<file path="src/rtl/jtcop_sndcmd.sv">
// Sound command transmitter: buffers main-CPU command bytes and hands them one at a
// time to the sound CPU through a latch plus an snreq pulse, waiting for ack or timeout.
module jtcop_sndcmd #(
   parameter int AW      = 2,
   parameter int REQ_LEN = 4,
   parameter int TOUT_W  = 16
)(
   input  logic       clk,
   input  logic       rst,
   input  logic       cpu_we,
   input  logic [7:0] cpu_din,
   input  logic       cpu_rd,
   output logic [7:0] status,
   output logic [7:0] latch,
   output logic       snreq,
   input  logic       snd_ack,
   output logic       tout,
   output logic [1:0] dbg_state
);

   // Handshake: a push is a rising edge of cpu_we, an ack is a rising edge of snd_ack.
   // snreq is held high for REQ_LEN cycles per byte, then the byte waits for ack or timeout.
   typedef enum logic [1:0] {
      ST_IDLE = 2'd0,
      ST_REQ  = 2'd1,
      ST_WAIT = 2'd2
   } state_t;

   localparam int DEPTH = 2**AW;

   logic [7:0]        r_mem [DEPTH];
   logic [AW-1:0]     r_wr_ptr;
   logic [AW-1:0]     r_rd_ptr;
   logic [AW:0]       r_count;
   logic              r_ovf;
   logic              r_we_l;
   logic              r_rd_l;
   logic              r_ack_l;
   logic              r_ack_seen;
   logic              r_snreq;
   logic              r_tout;
   logic [7:0]        r_latch;
   logic [7:0]        r_rcnt;
   logic [TOUT_W-1:0] r_timer;
   state_t            r_state;
   state_t            w_next;

   logic              w_push_ev;
   logic              w_rd_ev;
   logic              w_ack_ev;
   logic              w_full;
   logic              w_empty;
   logic              w_push_ok;
   logic              w_pop;
   logic              w_wait_ack;
   logic              w_timeout;
   logic              w_busy;
   logic [2:0]        w_cnt3;

   assign w_push_ev = cpu_we  & ~r_we_l;
   assign w_rd_ev   = cpu_rd  & ~r_rd_l;
   assign w_ack_ev  = snd_ack & ~r_ack_l;
   assign w_full    = (r_count == (AW+1)'(DEPTH));
   assign w_empty   = (r_count == '0);
   // Fullness is judged before this edge's pop, so a push at full is dropped.
   assign w_push_ok = w_push_ev & ~w_full;

   // State register
   always_ff @(posedge clk) begin
      if (rst) r_state <= ST_IDLE;
      else     r_state <= w_next;
   end

   // Next-state logic
   always_comb begin
      w_next = r_state;
      case (r_state)
         ST_IDLE: if (!w_empty) w_next = ST_REQ;
         ST_REQ:  if (r_rcnt == 8'd0) w_next = ST_WAIT;
         ST_WAIT: if (r_ack_seen || w_ack_ev || (&r_timer)) w_next = ST_IDLE;
         default: w_next = ST_IDLE;
      endcase
   end

   // Output / control decode
   always_comb begin
      w_pop      = 1'b0;
      w_wait_ack = 1'b0;
      w_timeout  = 1'b0;
      w_busy     = 1'b1;
      case (r_state)
         ST_IDLE: begin
            w_busy = 1'b0;
            w_pop  = ~w_empty;
         end
         ST_WAIT: begin
            w_wait_ack = r_ack_seen | w_ack_ev;
            w_timeout  = ~(r_ack_seen | w_ack_ev) & (&r_timer);
         end
         default: ;
      endcase
   end

   always_ff @(posedge clk) begin
      if (!rst && w_push_ok) r_mem[r_wr_ptr] <= cpu_din;
   end

   always_ff @(posedge clk) begin
      if (rst) begin
         r_wr_ptr   <= '0;
         r_rd_ptr   <= '0;
         r_count    <= '0;
         r_ovf      <= 1'b0;
         r_we_l     <= 1'b0;
         r_rd_l     <= 1'b0;
         r_ack_l    <= 1'b0;
         r_ack_seen <= 1'b0;
         r_snreq    <= 1'b0;
         r_tout     <= 1'b0;
         r_latch    <= 8'h00;
         r_rcnt     <= 8'd0;
         r_timer    <= '0;
      end else begin
         r_we_l  <= cpu_we;
         r_rd_l  <= cpu_rd;
         r_ack_l <= snd_ack;
         r_tout  <= w_timeout;
         if (w_push_ok) r_wr_ptr <= r_wr_ptr + AW'(1);
         if (w_pop)     r_rd_ptr <= r_rd_ptr + AW'(1);
         r_count <= r_count + (AW+1)'(w_push_ok) - (AW+1)'(w_pop);
         // An overflow on the same edge as a status read keeps ovf set.
         if (w_push_ev && w_full) r_ovf <= 1'b1;
         else if (w_rd_ev)        r_ovf <= 1'b0;
         case (r_state)
            ST_IDLE: begin
               if (w_pop) begin
                  r_latch    <= r_mem[r_rd_ptr];
                  r_snreq    <= 1'b1;
                  r_rcnt     <= 8'(REQ_LEN - 1);
                  r_ack_seen <= 1'b0;
               end
            end
            ST_REQ: begin
               if (w_ack_ev) r_ack_seen <= 1'b1;
               if (r_rcnt == 8'd0) begin
                  r_snreq <= 1'b0;
                  r_timer <= '0;
               end else begin
                  r_rcnt <= r_rcnt - 8'd1;
               end
            end
            ST_WAIT: begin
               if (!w_wait_ack && !w_timeout) r_timer <= r_timer + TOUT_W'(1);
            end
            default: ;
         endcase
      end
   end

   generate
      if (AW >= 3) begin : g_sat
         assign w_cnt3 = (r_count > (AW+1)'(7)) ? 3'd7 : r_count[2:0];
      end else begin : g_nosat
         assign w_cnt3 = 3'(r_count);
      end
   endgenerate

   assign status    = {w_full, w_empty, r_ovf, w_busy, 1'b0, w_cnt3};
   assign latch     = r_latch;
   assign snreq     = r_snreq;
   assign tout      = r_tout;
   assign dbg_state = r_state;

endmodule

</file>
<file path="config.mk">
export PLATFORM = sky130hd
export DESIGN_NAME = jtcop_sndcmd
export DESIGN_NICKNAME = d
export VERILOG_FILES = /design/src/rtl/jtcop_sndcmd.sv
export SDC_FILE = /design/constraint.sdc
export NUM_CORES = 1
export LEC_CHECK = 0
export BUFFER_PORTS_ARGS = -buffer_cell sky130_fd_sc_hd__buf_4
export CAP_MARGIN = 20
export CORE_AREA = 3 3 119 121
export DETAILED_ROUTE_END_ITERATION = 10
export DIE_AREA = 0 0 122 124
export PLACE_DENSITY_LB_ADDON = 0.05
export SYNTH_ARGS = -nofsm -noshare
export SYNTH_HDL_FRONTEND = slang
export SYNTH_SLANG_ARGS = --single-unit
</file>
<file path="constraint.sdc">
create_clock -name clk -period 3.1 [get_ports clk]
set_clock_uncertainty 0.05 [all_clocks]
set_input_delay 0.31 -clock clk [delete_from_list [all_inputs] [get_ports clk]]
set_output_delay 0.31 -clock clk [all_outputs]
set_load 0.02 [all_outputs]
</file>
; After elaboration in Yosys (flattened, before gate mapping)
; Memory sizes are Yosys's and may differ from the RTL's. A register that Yosys moved wholly into a read port is not among the register bits.
; Cells that the tools add are included.
[totals]
regBits = 40
ramBits = 32
input_bits = 13
output_inout_bits = 20
mem_count = 1
[op_classes]
addsub = 6
n_eq_ne = 10
n_mux = 24
n_bitwise = 12
reduce_logical = 21
[memory_table]
columns = name, depth, width, read_ports, rd_ports_with_merged_regs, wr, line
row1 = r_mem, 4, 8, 1, 1, 1, 31  ; logic [7:0] r_mem [DEPTH];
[ops]
columns = cell, count
row1 = 16-bit two-way mux, 2
row2 = 16-bit one-hot mux with 2 select lines, 1
row3 = "16-bit by 1-bit adder with 16-bit output, second input constant", 1
row4 = 8-bit two-way mux, 2
row5 = 8-bit one-hot mux with 2 select lines, 1
row6 = 16-bit AND reduction, 1
row7 = 3-bit AND reduction, 5
row8 = "2-bit inequality test, second input constant", 7
row9 = 1-bit two-way mux, 12
row10 = 8-bit logical NOT, 1
row11 = "8-bit by 1-bit subtractor with 8-bit output, second input constant", 1
row12 = 2-bit two-way mux, 3
row13 = 1-bit inverter, 6
row14 = 2-bit one-hot mux with 3 select lines, 1
row15 = 2-bit nonzero test, 3
row16 = 1-bit bitwise AND, 5
row17 = "2-bit by 1-bit adder with 2-bit output, second input constant", 2
row18 = 1-bit one-hot mux with 2 select lines, 2
row19 = 3-bit by 1-bit adder with 3-bit output, 1
row20 = "3-bit == test, second input constant", 1
row21 = 1-bit logical AND, 3
row22 = 1-bit logical NOT, 3
row23 = 3-bit logical NOT, 1
row24 = 3-bit by 1-bit subtractor with 3-bit output, 1
row25 = other kinds (6), 7

; Longest topological paths before layout
; Gate-level depths: netlist (run 1).
[logic_depth]
ltp_word = 10
mapped_depth = 12

; Worst setup path after synthesis (run 1)
; Ideal clock, no wire load.
[synth_timing]
path_type = reg-to-reg
startpoint = reg r_state[1] (netlist: dbg_state[1])
endpoint = reg r_count[2]
arrival_ns = 2.607
slack_ns = 0.316
path_stages_with_launch = 13
path_buffers = 1
path_cell_list = dfxtp_1 > or2_2 > or2_2 > clkinv_1 > buf_1 > ha_1 > inv_1 > ha_1 > inv_1 > fa_1 > xor2_1 > xnor2_1 > nor2_1
[synth_between]
elab_chain_len = 3
[synth_rtl]
columns = item, line
row1 = from (decl), 45  ; state_t r_state;
row2 = from (signal assigned), 71  ; else r_state <= w_next;
row3 = 2-bit logical NOT, 91  ; case (r_state)
row4 = 1-bit two-way mux, 91
row5 = via w_pop, 54  ; logic w_pop;
row6 = 3-bit by 1-bit subtractor with 3-bit output, 130  ; r_count <= r_count + (AW+1)'(w_push_ok) - (AW+1)'(w_pop);
row7 = to (signal assigned), 130
row8 = to (decl), 34  ; logic [AW:0] r_count;
; The timed path passes the listed nets, and every way through them passes these cells.
; A chain may end at the register's enable or synchronous reset.

; Worst setup path after layout (run 1)
[layout_timing]
startpoint = reg r_count[1]
endpoint = reg r_count[2]
[layout_between]
elab_chain_len = 5
[layout_rtl]
columns = item, line
row1 = 3-bit == test, 63  ; assign w_full = (r_count == (AW+1)'(DEPTH));
row2 = 1-bit inverter, 66  ; assign w_push_ok = w_push_ev & ~w_full;
row3 = 1-bit bitwise AND, 66
row4 = 3-bit by 1-bit adder with 3-bit output, 130
row5 = 3-bit by 1-bit subtractor with 3-bit output (*), 130
; Mark *: on every way between the ends. The rest lies on a longest branch, timed or not.

==> impl_metrics.env, run 1 <==
export IMPL_status="complete, no violations"
export IMPL_synth_area_leaders="dfxtp_1 (28%), edfxtp_1 (28%), mux4_2 (5.3%)"
export IMPL_dpl_hpwl_um=4920
export IMPL_synth_top_family_by_area="simple AND/OR/NAND/NOR gates"
export IMPL_min_path_type="in2reg"
export IMPL_fp_coreArea_sq_um=13200
export IMPL_syn2layout_area_growth_pct=19.9
export IMPL_wl_per_cell_um=14.1
export IMPL_drive_above_1_share_pct=21.6
export IMPL_start_util_pct=25.6
export IMPL_crit_chain="nor3b_1 -> or3b_2 -> ha_1 -> inv_1 -> ha_1 -> inv_1 -> fa_1 -> xor2_1 -> xnor2_1 -> nor2_1"
export IMPL_via_per_inst=4.36
export IMPL_ios=33
export IMPL_die_w_um=122
export IMPL_cts_setup_buffers=0
export IMPL_p_leak_nw=1.47
export IMPL_grt_usage_pct=10.5
export IMPL_tns_ns=0
export IMPL_synth_main_ff_cell="dfxtp_1"
export IMPL_syn_nets=322
export IMPL_crit_start="r_count[1]"
export IMPL_antennaDiodeCount=0
export IMPL_r2r_start="r_count[1]"
export IMPL_start_kind="flip-flop"
export IMPL_use_met2_pct=17.4
export IMPL_dieArea_sq_um=15100
export IMPL_wl_um=7190
export IMPL_worstSetupEndpointType="flip-flop"
export IMPL_die_y_um=124
export IMPL_rsz0062_at_grt="no"
export IMPL_max_freq_mhz=399
export IMPL_ys_seq_area_share_pct=56.8
export IMPL_num_rows=42
export IMPL_synthAdderAreaFrac_pct=3.92
export IMPL_finalMaxSlewViolations=0
export IMPL_yosys_area_share_simple_pct=18.9
export IMPL_crit_fanout=5
export IMPL_synth_xor_area_share_pct=4.66
export IMPL_yosysMostFrequentCell="dfxtp_1"
export IMPL_reg2reg_slack_ns=0.59
export IMPL_ctsHoldBuffers=0
export IMPL_synth_compound_area_share_pct=6.36
export IMPL_cpPeakStageDelay_ns=0.52
export IMPL_path_buf_inv=2
export IMPL_grt_max_degree=31
export IMPL_antenna_found_initial=0
export IMPL_portBuffers=31
export IMPL_gp_congestion=0.690
export IMPL_hold_violations=0
export IMPL_cts_made_buffers=9
export IMPL_worstHoldStart="cpu_din[3]"
export IMPL_grt_pass1_vias=2203
export IMPL_worst_slew_pin_transition_ns=0.654
export IMPL_yosysTopAreaCell="dfxtp_1"
export IMPL_crit_type="reg2reg"
export IMPL_clockBufferDepth=2
export IMPL_final_seq_area_sq_um=1920
export IMPL_ys_types=48
export IMPL_cts_root_buf="clkbuf_16"
export IMPL_critical_path_top_delay_family="adder cells"
export IMPL_synth_area_per_cell_sq_um=11.3
export IMPL_gr_total_overflow=0
export IMPL_syn_inst=299
export IMPL_cts_sinks=80
export IMPL_use_met1_pct=12.6
export IMPL_yosys_top_cells_count="dfxtp_1 (48), nor2_1 (33), edfxtp_1 (32)"
export IMPL_syn_cell_area_sq_um=3380
export IMPL_num_vias=2225
export IMPL_ant_nets=0
export IMPL_postLayoutCoreUtil_pct=30.7
export IMPL_drc=0
export IMPL_grt_pass1_wl_um=11800
export IMPL_synth_seq_cells=80
export IMPL_relSlewSlack_pct=56.4
export IMPL_yosysWarnings=0
export IMPL_cp_data_arrival_time_ns=2.68
export IMPL_fin_nets=352
export IMPL_synth_edff_count=32
export IMPL_fin_crit_sh_pct=80.8
export IMPL_async_reset_ff_share_pct=0
export IMPL_met3_usage_pct=3.32
export IMPL_power_density_nw_per_um2=899
export IMPL_post_cts_resized=0
export IMPL_tritoncts="yes"
export IMPL_period_minus_slack_ns=2.51
export IMPL_maxCapViolCount=0
export IMPL_htreeDepth=3
export IMPL_synth_top_area_share_pct=28.4
export IMPL_drtIter0Drc=109
export IMPL_cp_slowest_cell="or3b_2"
export IMPL_dr_pass1_iters=4
export IMPL_multiInputGateArea_sq_um=1340
export IMPL_fillers=1372
export IMPL_clock_latency_ns=0.34
export IMPL_top_usage_layer="met2"
export IMPL_fin_hold_ws_ns=0.120
export IMPL_peakVddDrop_mv=0.267
export IMPL_clkSlewWorstSetupHoldPaths_ns=0.06
export IMPL_finalSetupViolCount=0
export IMPL_muxShareOfSynthArea_pct=5.62
export IMPL_crit_required_ns=3.27
==> metal layers <==
metal	wire length, um	share of wire, %
met1	3290	46
met2	3490	49
met3	249	3.5
met4	150	2.1
met5	0	0
==> final timing paths <==
| path | endpoint | cells after the start |
|---|---|---|
| setup / recovery | r_count[2] | 10 |
| hold / removal | r_mem[3][3] | 1 |
| setup reg to reg | r_count[2] | 10 |
| hold reg to reg | latch[4] | 2 |
==> worst reg2reg max path, delay by kind of cell (launching register included) <==
kind	cells	cell delay, ns
xor gates and xnor gates	2	0.31
adders and majority gates	3	0.81
buffers and inverters	2	0.09
DFF	1	0.44
and+or+nand+nor	3	0.68
==> state kept, by name, summed over array words and instances, names as in the netlist, 2 cells and up <==
| register | cells |
|---|---|
| latch | 8 |
| dbg_state | 2 |
| r_mem | 32 |
| r_rcnt | 8 |
| r_timer | 16 |
| r_count | 3 |
| r_wr_ptr | 2 |
| r_rd_ptr | 2 |
==> power breakdown <==
group | internal (mW) | switching [mW] | total [mW]
logic | 0.542 | 0.685 | 1.23
registers | 1.26 | 0.162 | 1.42
clock network | 0.551 | 0.451 | 1.00
==> cells by family (layout without fill, tap and decap cells) <==
group / Yosys count / after routing
and+or+nand+nor: 121 / 121
DFF: 80 / 80
AOI/OAI and AO/OA: 34 / 34
buffers and inverters: 26 / 61
xor gates and xnor gates: 18 / 18
adders and majority gates: 10 / 10
muxes: 9 / 9
other: 1 / 1
==> cells in the final DEF (no fill, tap or decap), drive strengths merged, types with 2 or more instances in the layout <==
| cell type | count |
|---|---|
| or2 | 5 |
| nor4 | 6 |
| mux4 | 8 |
| xor2 | 13 |
| nand3 | 9 |
| buf | 34 |
| dfxtp | 48 |
| clkinv | 5 |
| ha | 9 |
| clkbuf | 9 |
| o211ai | 5 |
| nor2b | 5 |
| a21oi | 16 |
| nand2 | 29 |
| nand2b | 2 |
| nor2 | 33 |
| nand4 | 5 |
| o21ai | 5 |
| and3 | 3 |
| or3 | 5 |
| and2 | 5 |
| or4 | 4 |
| or3b | 3 |
| inv | 13 |
| nor3 | 2 |
| o21a | 2 |
| xnor2 | 5 |
| edfxtp | 32 |
==> final cells by class <==
type                       instances  area share, %
sequential                        80           47.4
clock inverter                     7           1.33
multi-input combinational        193           33.0
timing repair buffer              34           6.29
tap                              176           5.43
inverter                          11           1.02
clock buffer                       9           5.55
==> stage by stage <==
stage               cell area (sq um)  total power, mW  instances  setup WS, ns
global route                     4060             3.91        510         0.426
finish                           4060             3.65        510         0.595
floorplan                        3380             2.30        299         0.316
global placement                 3780             2.71        494         0.604
detailed placement               3780             2.72        494         0.547
CTS                              4060             3.75        510         0.531
(Power assumes the default switching activity.)
==> inputs of run 2 (changes only) <==
- clock period: 3.1 -> 2.3 ns (I/O delays scaled with it)
==> impl_metrics.env, run 2 (synthesis results as in run 1) <==
export IMPL_worstSetupEndpointType="flip-flop"
export IMPL_met3_usage_pct=4.31
export IMPL_num_rows=42
export IMPL_clkSlewWorstSetupHoldPaths_ns=0.06
export IMPL_fin_nets=372
export IMPL_finalSetupViolCount=0
export IMPL_crit_type="reg2reg"
export IMPL_largestRegisters="r_mem: 32 flops, r_timer: 16 flops"
export IMPL_layout_common_cells="buf_4 (53), dfxtp_1 (41), nor2_1 (33)"
export IMPL_wl_um=7380
export IMPL_min_path_type="in2reg"
export IMPL_cp_slowest_cell="or4b_4"
export IMPL_final_common_cell="buf_4"
export IMPL_fillers=1330
export IMPL_start_util_pct=25.6
export IMPL_use_met2_pct=16.3
export IMPL_max_freq_mhz=450
export IMPL_fin_cells=530
export IMPL_largest_reg_flops=32
export IMPL_fin_hold_ws_ns=0.0395
export IMPL_dieArea_sq_um=15100
export IMPL_start_kind="flip-flop"
export IMPL_crit_chain="inv_2 -> ha_1 -> or4b_4 -> nor4_4 -> buf_4 -> a22oi_2 -> buf_6 -> buf_4 -> o21ai_1 -> a21oi_1"
export IMPL_p_leak_nw=1.61
export IMPL_dpl_hpwl_um=5090
export IMPL_grt_pass1_vias=2208
export IMPL_tritoncts="yes"
export IMPL_grt_usage_pct=10.5
export IMPL_power_density_nw_per_um2=1250
export IMPL_crit_required_ns=2.47
export IMPL_regMostFlops="r_mem"
export IMPL_path_buf_inv=4
export IMPL_cp_data_arrival_time_ns=2.39
export IMPL_crit_top_cell="buf_4"
export IMPL_gr_total_overflow=0
export IMPL_cts_root_buf="clkbuf_16"
export IMPL_finalMaxSlewViolations=0
export IMPL_via_per_inst=4.29
export IMPL_status="complete, no violations"
export IMPL_period_minus_slack_ns=2.22
export IMPL_syn2layout_area_growth_pct=29.2
export IMPL_crit_fanout=6
export IMPL_fin_crit_sh_pct=96.7
export IMPL_critical_path_top_delay_family="simple AND/OR/NAND/NOR gates"
export IMPL_antennaDiodeCount=0
export IMPL_die_y_um=124
export IMPL_die_w_um=122
export IMPL_dp_cells=511
export IMPL_top_usage_layer="met2"
export IMPL_fp_coreArea_sq_um=13200
export IMPL_gp_congestion=0.719
export IMPL_drtIter0Drc=110
export IMPL_use_met1_pct=13.3
export IMPL_dp_slack_ns=0.0858
export IMPL_finalWorstSetupSlack_ns=0.0763
export IMPL_drc=0
export IMPL_grt_pass1_wl_um=11800
export IMPL_power_total_mw=5.44
export IMPL_ios=33
export IMPL_portBuffers=31
export IMPL_rsz0062_at_grt="yes"
export IMPL_drive_above_1_share_pct=31.6
export IMPL_ant_nets=0
export IMPL_cts_sinks=80
export IMPL_htreeDepth=3
export IMPL_clockBufferDepth=2
export IMPL_wl_per_cell_um=13.9
export IMPL_antenna_found_initial=0
export IMPL_clock_latency_ns=0.34
export IMPL_grt_max_degree=22
export IMPL_peakVddDrop_mv=0.390
export IMPL_maxCapViolCount=0
export IMPL_hold_violations=0
export IMPL_cpPeakStageDelay_ns=0.49
export IMPL_dr_pass1_iters=4
export IMPL_cts_made_buffers=9
export IMPL_num_vias=2274
[run 2: cell count changes in the layout (fill, tap and decap cells not counted), moves of 4 or more]
cell	delta
dfxtp_1	-7
inv_2	+4
dfxtp_4	+4
buf_4	+19
inv_1	-4
[run 2: power by group]
group | switching (mW) | internal, mW | leakage [nW]
sequential | 0.171 | 1.71 | 0.685
combinational | 1.05 | 0.879 | 0.759
clock | 0.575 | 1.06 | 0.166
[run 2: path summary, 6_finish.rpt]
path	depth (start not counted)	to	startpoint	slack, ns
max	10	r_timer[7]	r_rcnt[0]	0.08
min	1	r_mem[3][6]	cpu_din[6]	0.04
max reg2reg	10	r_timer[7]	r_rcnt[0]	0.08
min reg2reg	2	latch[2]	latch[2]	0.41
[run 2: per-layer routing]
| metal | share of wire (%) | wire length (um) |
|---|---|---|
| met5 | 0 | 0 |
| met4 | 1.4 | 102 |
| met2 | 47 | 3440 |
| met3 | 4.1 | 304 |
| met1 | 48 | 3540 |
[run 2: through the flow]
step | instance area (sq um) | utilization (%) | setup TNS [ns]
finish | 4370 | 33.1 | 0
global route | 4370 | 33.1 | -0.0434
CTS | 4320 | 32.7 | 0
detailed placement | 3970 | 30.1 | 0
global placement | 3970 | 30.1 | 0
floorplan | 3470 | - | -0.00976
[run 2: worst reg2reg max path, cell delays in order, from the launching register on]
cell and delay [ns]:
dfxtp_2 0.32, inv_2 0.05, ha_1 0.13, or4b_4 0.49, nor4_4 0.27, buf_4 0.18
a22oi_2 0.13, buf_6 0.16, buf_4 0.13, o21ai_1 0.11, a21oi_1 0.07
[run 2: repair_timing]
action / in CTS / in global routing
hold buffers: 0 / 0
setup endpoints to repair: 0 / 5
buffers inserted: 0 / 3
gates resized for setup: 0 / 14
[run 2: layout make-up]
class / count / area, sq um / area share [%]
clock buffers: 9 / 225 / 5.15
multi-input cells: 193 / 1410 / 32.2
clock inverters: 7 / 120 / 2.75
well taps: 176 / 220 / 5.04
inverters: 11 / 46.3 / 1.06
repair buffers: 54 / 409 / 9.36
flip-flops and latches: 80 / 1940 / 44.4
